**src/rtl/phy_types_pkg.sv**
```systemverilog
// Shared types and constants for the PHY receive packet path.
// The CRC-32 bit-step helper is used by phy_rx_crc32.
package phy_types_pkg;

    typedef enum logic [2:0] {
        IDLE,
        HDR,
        PAYLOAD,
        CRCCHK,
        DROP
    } rx_pkt_state_t;

    localparam logic [31:0] CRC32_POLY  = 32'h04C1_1DB7;
    localparam logic [31:0] CRC32_INIT  = 32'hFFFF_FFFF;
    localparam int          MAX_LEN_DEF = 16;
    localparam int          LEN_W       = $clog2(MAX_LEN_DEF + 1);

    // One MSB-first CRC-32 step, no reflection.
    function automatic logic [31:0] crc32_bit(input logic [31:0] crc, input logic din);
        return {crc[30:0], 1'b0} ^ ((crc[31] ^ din) ? CRC32_POLY : 32'h0);
    endfunction

endpackage

```
**src/rtl/phy_rx_crc32.sv**
```systemverilog
// CRC-32 accumulator: one FLIT_W-bit word per en, restarting from the init value when init is high.
// Instantiated only when PHY_RX_PKT_CTRL_CRC_CHECK_EN is defined.
module phy_rx_crc32
    import phy_types_pkg::*;
#(
    parameter int FLIT_W = 32
) (
    input  logic              clk,
    input  logic              rst,
    input  logic              init,
    input  logic              en,
    input  logic [FLIT_W-1:0] data,
    output logic [31:0]       crc
);

    logic [31:0] crc_next;

    always_comb begin
        crc_next = init ? CRC32_INIT : crc;
        for (int i = FLIT_W - 1; i >= 0; i--) begin
            crc_next = crc32_bit(crc_next, data[i]);
        end
    end

    always_ff @(posedge clk or posedge rst) begin
        if (rst) begin
            crc <= CRC32_INIT;
        end else if (en) begin
            crc <= crc_next;
        end
    end

endmodule

```
**src/rtl/phy_rx_pkt_ctrl.sv**
```systemverilog
// Receive packet sequencer: frames sop/header/payload/CRC flits and forwards them through an elastic FIFO.
// Optional CRC checking is enabled by defining PHY_RX_PKT_CTRL_CRC_CHECK_EN; otherwise crc_ok is 1 at every pkt_done.
module phy_rx_pkt_ctrl
    import phy_types_pkg::*;
#(
    parameter int FLIT_W     = 32,
    parameter int MAX_LEN    = 16,
    parameter int FIFO_DEPTH = 4
) (
    input  logic              CLK,
    input  logic              RST,
    input  logic              rx_sop,
    input  logic              rx_valid,
    input  logic [FLIT_W-1:0] rx_flit,
    input  logic              rx_err,
    input  logic              out_ready,
    output logic              out_valid,
    output logic [FLIT_W-1:0] out_flit,
    output logic              out_last,
    output logic              pkt_done,
    output logic              crc_ok,
    output logic              err_out,
    output logic              busy
);

    localparam int                  LEN_BITS  = $clog2(MAX_LEN + 1);
    localparam int                  PTR_W     = $clog2(FIFO_DEPTH);
    localparam int                  CNT_W     = PTR_W + 1;
    localparam logic [LEN_BITS-1:0] LEN_MAX   = LEN_BITS'(MAX_LEN);
    localparam logic [LEN_BITS-1:0] LEN_ONE   = LEN_BITS'(1);
    localparam logic [CNT_W-1:0]    FIFO_FULL = CNT_W'(FIFO_DEPTH);

    rx_pkt_state_t       state, state_nxt;
    logic [LEN_BITS-1:0] cnt, cnt_nxt, hdr_len;
    logic                err_nxt, done_nxt, ok_nxt;
    logic                push, push_last, pop, full, overflow, crc_match;
    logic [FLIT_W:0]     mem [FIFO_DEPTH];
    logic [PTR_W-1:0]    wr_ptr, rd_ptr;
    logic [CNT_W-1:0]    count;

    assign hdr_len  = rx_flit[LEN_BITS-1:0];
    assign full     = (count == FIFO_FULL);
    // A flit transfers on a cycle where out_valid and out_ready are both high; once raised,
    // out_valid and the presented flit hold until that transfer happens.
    assign out_valid = (count != '0);
    assign pop       = out_valid && out_ready;
    assign overflow  = full && !pop;
    assign {out_last, out_flit} = mem[rd_ptr];
    assign busy      = (state != IDLE);

`ifdef PHY_RX_PKT_CTRL_CRC_CHECK_EN
    logic [31:0] crc_val;

    phy_rx_crc32 #(.FLIT_W(FLIT_W)) u_crc (
        .clk  (CLK),
        .rst  (RST),
        .init (state == HDR),
        .en   (push),
        .data (rx_flit),
        .crc  (crc_val)
    );

    assign crc_match = (rx_flit == FLIT_W'(crc_val));
`else
    assign crc_match = 1'b1;
`endif

    // rx_err outranks rx_sop, which outranks any flit arriving in the same cycle.
    always_comb begin
        state_nxt = state;
        cnt_nxt   = cnt;
        err_nxt   = 1'b0;
        done_nxt  = 1'b0;
        ok_nxt    = 1'b0;
        push      = 1'b0;
        push_last = 1'b0;
        if (rx_err && state != IDLE) begin
            err_nxt   = 1'b1;
            state_nxt = DROP;
        end else if (rx_sop) begin
            err_nxt   = (state == HDR) || (state == PAYLOAD) || (state == CRCCHK);
            state_nxt = HDR;
        end else if (rx_valid) begin
            case (state)
                HDR: begin
                    if (hdr_len == '0 || hdr_len > LEN_MAX || overflow) begin
                        err_nxt   = 1'b1;
                        state_nxt = DROP;
                    end else begin
                        push      = 1'b1;
                        cnt_nxt   = hdr_len;
                        state_nxt = PAYLOAD;
                    end
                end
                PAYLOAD: begin
                    if (overflow) begin
                        err_nxt   = 1'b1;
                        state_nxt = DROP;
                    end else begin
                        push      = 1'b1;
                        push_last = (cnt == LEN_ONE);
                        cnt_nxt   = cnt - LEN_ONE;
                        if (cnt == LEN_ONE) state_nxt = CRCCHK;
                    end
                end
                CRCCHK: begin
                    done_nxt  = 1'b1;
                    ok_nxt    = crc_match;
                    state_nxt = IDLE;
                end
                default: ;
            endcase
        end
    end

    always_ff @(posedge CLK or posedge RST) begin
        if (RST) begin
            state    <= IDLE;
            cnt      <= '0;
            err_out  <= 1'b0;
            pkt_done <= 1'b0;
            crc_ok   <= 1'b0;
        end else begin
            state    <= state_nxt;
            cnt      <= cnt_nxt;
            err_out  <= err_nxt;
            pkt_done <= done_nxt;
            crc_ok   <= ok_nxt;
        end
    end

    // On push+pop while full, wr_ptr equals rd_ptr and the slot being overwritten is the one leaving.
    always_ff @(posedge CLK or posedge RST) begin
        if (RST) begin
            wr_ptr <= '0;
            rd_ptr <= '0;
            count  <= '0;
            for (int i = 0; i < FIFO_DEPTH; i++) mem[i] <= '0;
        end else begin
            if (push) begin
                mem[wr_ptr] <= {push_last, rx_flit};
                wr_ptr      <= wr_ptr + 1'b1;
            end
            if (pop) rd_ptr <= rd_ptr + 1'b1;
            count <= count + CNT_W'(push) - CNT_W'(pop);
        end
    end

endmodule
```
**config.mk**
```make
export PLATFORM = sky130hd
export DESIGN_NAME = phy_rx_pkt_ctrl
export DESIGN_NICKNAME = d
export VERILOG_FILES = /design/src/rtl/phy_types_pkg.sv /design/src/rtl/phy_rx_crc32.sv /design/src/rtl/phy_rx_pkt_ctrl.sv
export SDC_FILE = /design/constraint.sdc
export NUM_CORES = 1
export LEC_CHECK = 0
export BUFFER_PORTS_ARGS = -buffer_cell sky130_fd_sc_hd__buf_2
export CAP_MARGIN = 20
export CORE_ASPECT_RATIO = 0.8
export CORE_MARGIN = 5
export CORE_UTILIZATION = 29
export DETAILED_ROUTE_END_ITERATION = 12
export GPL_ROUTABILITY_DRIVEN = 0
export SETUP_SLACK_MARGIN = 0.15
export SLEW_MARGIN = 15
export SYNTH_ARGS = -nofsm -noshare
export SYNTH_HDL_FRONTEND = slang
export SYNTH_SLANG_ARGS = --single-unit
export TNS_END_PERCENT = 100
```
**constraint.sdc**
```tcl
create_clock -name CLK -period 14.1 [get_ports CLK]
set_input_delay 1.41 -clock CLK [delete_from_list [all_inputs] [get_ports CLK]]
set_output_delay 1.41 -clock CLK [all_outputs]
set_load 0.1 [all_outputs]
```
==> results_dict.tcl, run 1 <==
set metrics [dict create \
    reg2reg_slack_ns 11.36 \
    timing.final.crit_share_pct 28.62 \
    synth.avg_cell_area_um2 15.70 \
    syn_to_final_growth_pct 17.89 \
    totalWireLength_mm 15.24 \
    clock-sinks 149 \
    grt_usage_pct 11.73 \
    max-vdd-ir-drop_mv 0.09897 \
    path_buf_inv 2 \
    syn_inst 437 \
    ant_nets 0 \
    dp.cells 805 \
    p_per_area_nw_per_um2 210.8 \
    syn_area_um2 6863 \
    drc_errors 0 \
    relSlewSlack_pct 32.39 \
    drive_above_1_share_pct 48.76 \
    antenna_cells 0 \
    htree_levels 4 \
    layout.nets 559 \
    std_cell_rows 50 \
    cts-resized-gates 0 \
    placed_cell_area_um2 7521 \
    worst_clock_skew_ns 0.01141 \
    die_height_um 147.6 \
    clockBufferDepth 2 \
    ys_seq_area_share_pct 54.33 \
    finalNonFillerCells 837 \
    path_clk_slew_ns 0.07 \
    power_mw 1.705 \
    timing.max_cap.violations 0 \
    overflow 0 \
    r2r-end "mem[49]$_DFFE_PP0P_" \
    final.min_clock_period_ns 4.035 \
    setup.worst_path.class "flip-flop to primary output" \
    synth_edf_count 0 \
    cts_root_buf "clkbuf_16" \
    slowest_delay_ns 0.76 \
    yosys_warnings 0 \
    run_status "completed" \
    min_from "mem[115]$_DFFE_PP0P_" \
    via_per_inst 4.771 \
    grt_pass1_vias 4507 \
    wl_per_cell_um 18.21 \
    ios 76 \
    cp-end-kind "primary output" \
    crit_family "buffers and inverters" \
    dpl.hpwl_mm 9.992 \
    grt_antenna_before_repair 1 \
    ys_types 47 \
    fin_tns_setup_ns 0 \
    max_slew.worst_pin.slew_ns 1.014 \
    start_kind "flip-flop" \
    async_flop_share_pct 100.0 \
    ys.flop_type "dfrtp_1" \
    stdcell_area_um2 8090 \
    rsz0062_at_grt "false" \
    worst_path_max_delay_cell "dfrtp_2" \
    firstDrtPassIters 4 \
    post_cts_buffers 0 \
    synth_seq_cells 149 \
    reg2reg_depth 5 \
    required_ns 12.69 \
    hold_path_depth 1 \
    hold_ws_ns 0.4814 \
    grt_pass1_wl_mm 24.75 \
    die_x_um 182.0 \
    arrival_ns 2.63 \
    hold_viol 0 \
    dr.first_iter.drc_count 185 \
    maxSlewViolCount 0 \
    syn_nets 484 \
    hp-class "flip-flop to flip-flop" \
    cts_buffers 17 \
    cts_tree "done" \
    setup_violations 0 \
    clkLatencyLatePin_ns 0.42 \
    fmaxAchievable_mhz 247.8 \
    initial_utilization_pct 29.41 \
    io_buffer_count 75 \
    die_area_um2 26860 \
    grt_max_degree 76 \
    core_area_um2 23330 \
    power.leakage_nw 3.815 \
    cp_max_fo 19 \
    holdBufCountCts 0 \
    crit_chain "buf_4 -> mux4_2 -> buf_2" \
    vias 3993 \
    hold_path_end "mem[115]$_DFFE_PP0P_" \
    cp.depth 3 \
    rr_startpoint "state[2]$_DFFE_PP0P_" \
]
cell usage after synthesis, types with 2 or more instances:
cell type	instances	share of area (%)
buf_2	4	0.29
mux2_1	37	6.1
buf_6	3	0.49
dfrtp_1	149	54
o21ai_0	6	0.44
o2111ai_1	2	0.26
nor2_1	6	0.33
clkbuf_1	5	0.27
nor2b_1	2	0.18
nand3_1	8	0.58
ha_1	8	1.5
xor2_1	2	0.26
a2bb2oi_1	2	0.26
inv_1	12	0.66
a21oi_4	3	0.71
nand4_1	3	0.27
or3_1	2	0.18
nand2_1	5	0.27
nor4b_1	2	0.26
buf_4	11	1.2
nand2b_1	3	0.27
buf_1	2	0.11
a21oi_1	4	0.29
mux4_2	33	11
xnor2_1	4	0.51
mux2_2	97	16
nor3b_1	2	0.22
metal layers:
metal  routed length, µm  global-route usage [%]
met5                  13                       0
met2                7448                   19.24
met3                 731                   3.567
met4                 188                   3.188
met1                6862                   15.20
worst register-to-register path: cells and delay by family, from the launching register on:
family,cells,cell delay (ns)
AOI/OAI and AO/OA,1,0.61
buffers and inverters,1,0.41
DFF,1,0.49
muxes,1,0.38
and+or+nand+nor,2,0.74
kinds of logic (layout without fill, tap and decap cells):
family,Yosys count,after routing,synth area share [%]
and+or+nand+nor,41,41,3.665
AOI/OAI and AO/OA,26,26,3.428
muxes,168,168,32.96
xor gates and xnor gates,6,6,0.7657
adders and majority gates,9,9,1.750
buffers and inverters,38,126,3.099
DFF,149,149,54.33
power by group:
group | switching, mW | internal (mW)
logic | 0.432 | 0.200
registers | 0.0995 | 0.533
clock network | 0.193 | 0.248
per-stage QoR:
| step | setup WS, ns | util (%) |
|---|---|---|
| after CTS | 9.948 | 34.67 |
| after global routing | 9.841 | 34.67 |
| after global placement | 10.27 | 32.23 |
| after detailed placement | 10.23 | 32.23 |
| final | 10.06 | 34.67 |
| after floorplan | 8.682 | - |
cell type report:
class	instances	area, µm²
Tap cell	312	390.4
Inverter	12	50.05
Clock buffer	18	429.2
Fill cell	2226	15240
Sequential cell	149	3731
Multi-Input combinational cell	250	2922
Timing Repair Buffer	82	427.9
Clock inverter	14	140.1
layout by cell type (no fill, tap or decap), types with 3 or more instances in the layout:
cell type / count
nor2_1: 6
clkbuf_16: 17
inv_1: 11
nand2b_1: 3
o21ai_0: 6
mux2_1: 37
ha_1: 8
a21oi_1: 4
nand2_1: 5
buf_4: 7
nand4_1: 3
xnor2_1: 4
a21oi_4: 3
nand3_1: 8
mux2_2: 97
buf_2: 75
clkinv_4: 4
mux4_2: 33
dfrtp_1: 147
inv_6: 6
worst max-delay path by stage:
stage,to,from,slack [ns]
3_3_place_gp,mem[69]$_DFFE_PP0P_,rx_flit[2],10.27
3_5_place_dp,mem[7]$_DFFE_PP0P_,rx_flit[2],10.23
6_report,out_flit[13],rd_ptr[0]$_DFFE_PP0P_,10.06
2_1_floorplan,cnt[0]$_DFFE_PP0P_,RST,8.68
4_1_cts,out_flit[13],rd_ptr[0]$_DFFE_PP0P_,9.95
5_1_grt,out_flit[13],rd_ptr[0]$_DFFE_PP0P_,9.84
state kept, by name, indices dropped and copies added, names as in the netlist:
signal   cells
count        3
state        3
rd_ptr       2
crc_ok       1
cnt          5
mem        132
wr_ptr       2
err_out      1
Note: power is estimated with default switching activity, not from simulation.
==> run 2: changes to the inputs <==
- clock period: 14.1 -> 4.2 ns (I/O delays scaled with it)
==> run 2 against run 1 <==
Compared with the run above:
- setup slack worse by 8.8 ns
- final cell count is 0.24% higher
- die area unchanged
==> results_dict.tcl, run 2 (same netlist as run 1, synthesis figures left out) <==
set metrics [dict create \
    cts_root_buf "clkbuf_16" \
    start_kind "flip-flop" \
    std_cell_rows 50 \
    route.met2.wl_mm 7.680 \
    die_height_um 147.6 \
    power.leakage_nw 3.848 \
    die_x_um 182.0 \
    maxSlewViolCount 0 \
    rsz0062_at_grt "false" \
    wl_met1_mm 6.745 \
    layout_commonest_cell "dfrtp_1" \
    timing.final.crit_share_pct 69.88 \
    wl_met3_um 730 \
    holdBufCountCts 0 \
    drive_above_1_share_pct 49.15 \
    worst_path_max_delay_cell "dfrtp_2" \
    fmaxAchievable_mhz 340.7 \
    largest_reg_flops 132 \
    grt_pass1_wl_mm 25.29 \
    regMostFlops "mem" \
    hp-class "input pin to flip-flop" \
    p_int_mw 3.360 \
    hold_viol 0 \
    final_cell_mix "dfrtp_1 (147), mux2_2 (97), buf_2 (75)" \
    max-vdd-ir-drop_mv 0.2640 \
    grt_pass1_vias 4487 \
    dr.first_iter.drc_count 216 \
    worst_clock_skew_ns 0.01119 \
    run_status "completed" \
    core_area_um2 23330 \
    clockBufferDepth 2 \
    clock-sinks 149 \
    top_regs "mem: 132 flops, cnt: 5 flops" \
    path_clk_slew_ns 0.07 \
    p_per_area_nw_per_um2 708.7 \
    dpl.hpwl_mm 10.05 \
    ant_nets 0 \
    syn_to_final_growth_pct 19.18 \
    cts_buffers 17 \
    ios 76 \
    max_slew.worst_pin.slew_ns 0.9640 \
    clkLatencyLatePin_ns 0.42 \
    vias 3982 \
    wl_per_cell_um 18.25 \
    swShare_pct 42.04 \
    fin_tns_setup_ns 0 \
    cp_max_fo 21 \
    antenna_cells 0 \
    comb_power_share_pct 36.5 \
    final.min_clock_period_ns 2.935 \
    required_ns 3.78 \
    io_buffer_count 75 \
    p_seq_share_pct 36.8 \
    maxUsedRoutingLayer "met4" \
    pre_cts_slack_ns 1.496 \
    cts-resized-gates 0 \
    arrival_ns 2.52 \
    initial_utilization_pct 29.41 \
    layout.nets 561 \
    firstDrtPassIters 4 \
    cts_tree "done" \
    grt_usage_pct 12.02 \
    setup_violations 0 \
    slowest_delay_ns 0.87 \
    htree_levels 4 \
    grt_max_degree 150 \
    switchingPower_mw 2.437 \
    relSlewSlack_pct 35.73 \
    timing.max_cap.violations 0 \
    setup.worst_path.class "flip-flop to primary output" \
    totalWireLength_mm 15.31 \
    via_per_inst 4.746 \
    drc_errors 0 \
    cp-end-kind "primary output" \
    overflow 0 \
    p_clk_share_pct 26.7 \
    worst_slack_ns 1.265 \
    post_cts_buffers 0 \
    crit_chain "buf_4 -> mux4_2 -> buf_2" \
    grt_antenna_before_repair 0 \
    die_area_um2 26860 \
]
==> run 2: critical path: cells and delay by family, from the launching register on <==
family                 cells  cell delay (ns)
muxes                      1             0.54
buffers and inverters      2             0.67
DFF                        1             0.87
==> run 2: final cells by class <==
| class | count | area (µm²) |
|---|---|---|
| Fill cell | 2219 | 15160 |
| Sequential cell | 149 | 3731 |
| Multi-Input combinational cell | 250 | 2922 |
| Timing Repair Buffer | 84 | 493.0 |
| Clock buffer | 17 | 425.4 |
| Tap cell | 312 | 390.4 |
| Clock inverter | 15 | 168.9 |
| Inverter | 12 | 48.80 |
==> run 2: power groups by stage <==
stage / Combinational (mW) / Clock [mW] / Sequential [mW]
global route: 2.23 / 1.66 / 2.20
finish: 2.11 / 1.55 / 2.13
CTS: 2.15 / 1.59 / 2.15
detailed placement: 2.14 / 0 / 2.17
global placement: 2.10 / 0 / 2.14
floorplan: 1.93 / 0 / 1.95
==> run 2: worst paths after layout <==
path	end	start	cells past startpoint	slack (ns)
hold / removal	state[1]$_DFFE_PP0P_	rx_sop	2	0.23
min in group asynchronous	mem[120]$_DFFE_PP0P_	RST	3	0.24
max in group asynchronous	rd_ptr[0]$_DFFE_PP0P_	RST	3	3.36
setup / recovery	out_flit[7]	rd_ptr[0]$_DFFE_PP0P_	3	1.26
setup reg to reg	count[2]$_DFF_PP0_	state[2]$_DFFE_PP0P_	8	1.48
hold reg to reg	mem[1]$_DFFE_PP0P_	mem[1]$_DFFE_PP0P_	1	0.48
==> run 2: per-stage QoR <==
stage,instances,power [mW],instance area [µm²],util (%),hold WS [ns]
2_1_floorplan,437,3.881,6867,-,0.4524
4_1_cts,839,5.887,8179,35.05,0.2053
6_report,839,5.796,8179,35.05,0.2290
5_1_grt,839,6.085,8179,35.05,0.2242
3_5_place_dp,807,4.312,7585,32.50,0.4731
3_3_place_gp,807,4.234,7585,32.50,0.4622
==> run 2: layer usage <==
metal	global-route usage (%)	up-vias
met2	19.89	59
met3	4.084	11
met4	3.188	0
li1	-	1776
met5	0	-
met1	15.17	2136
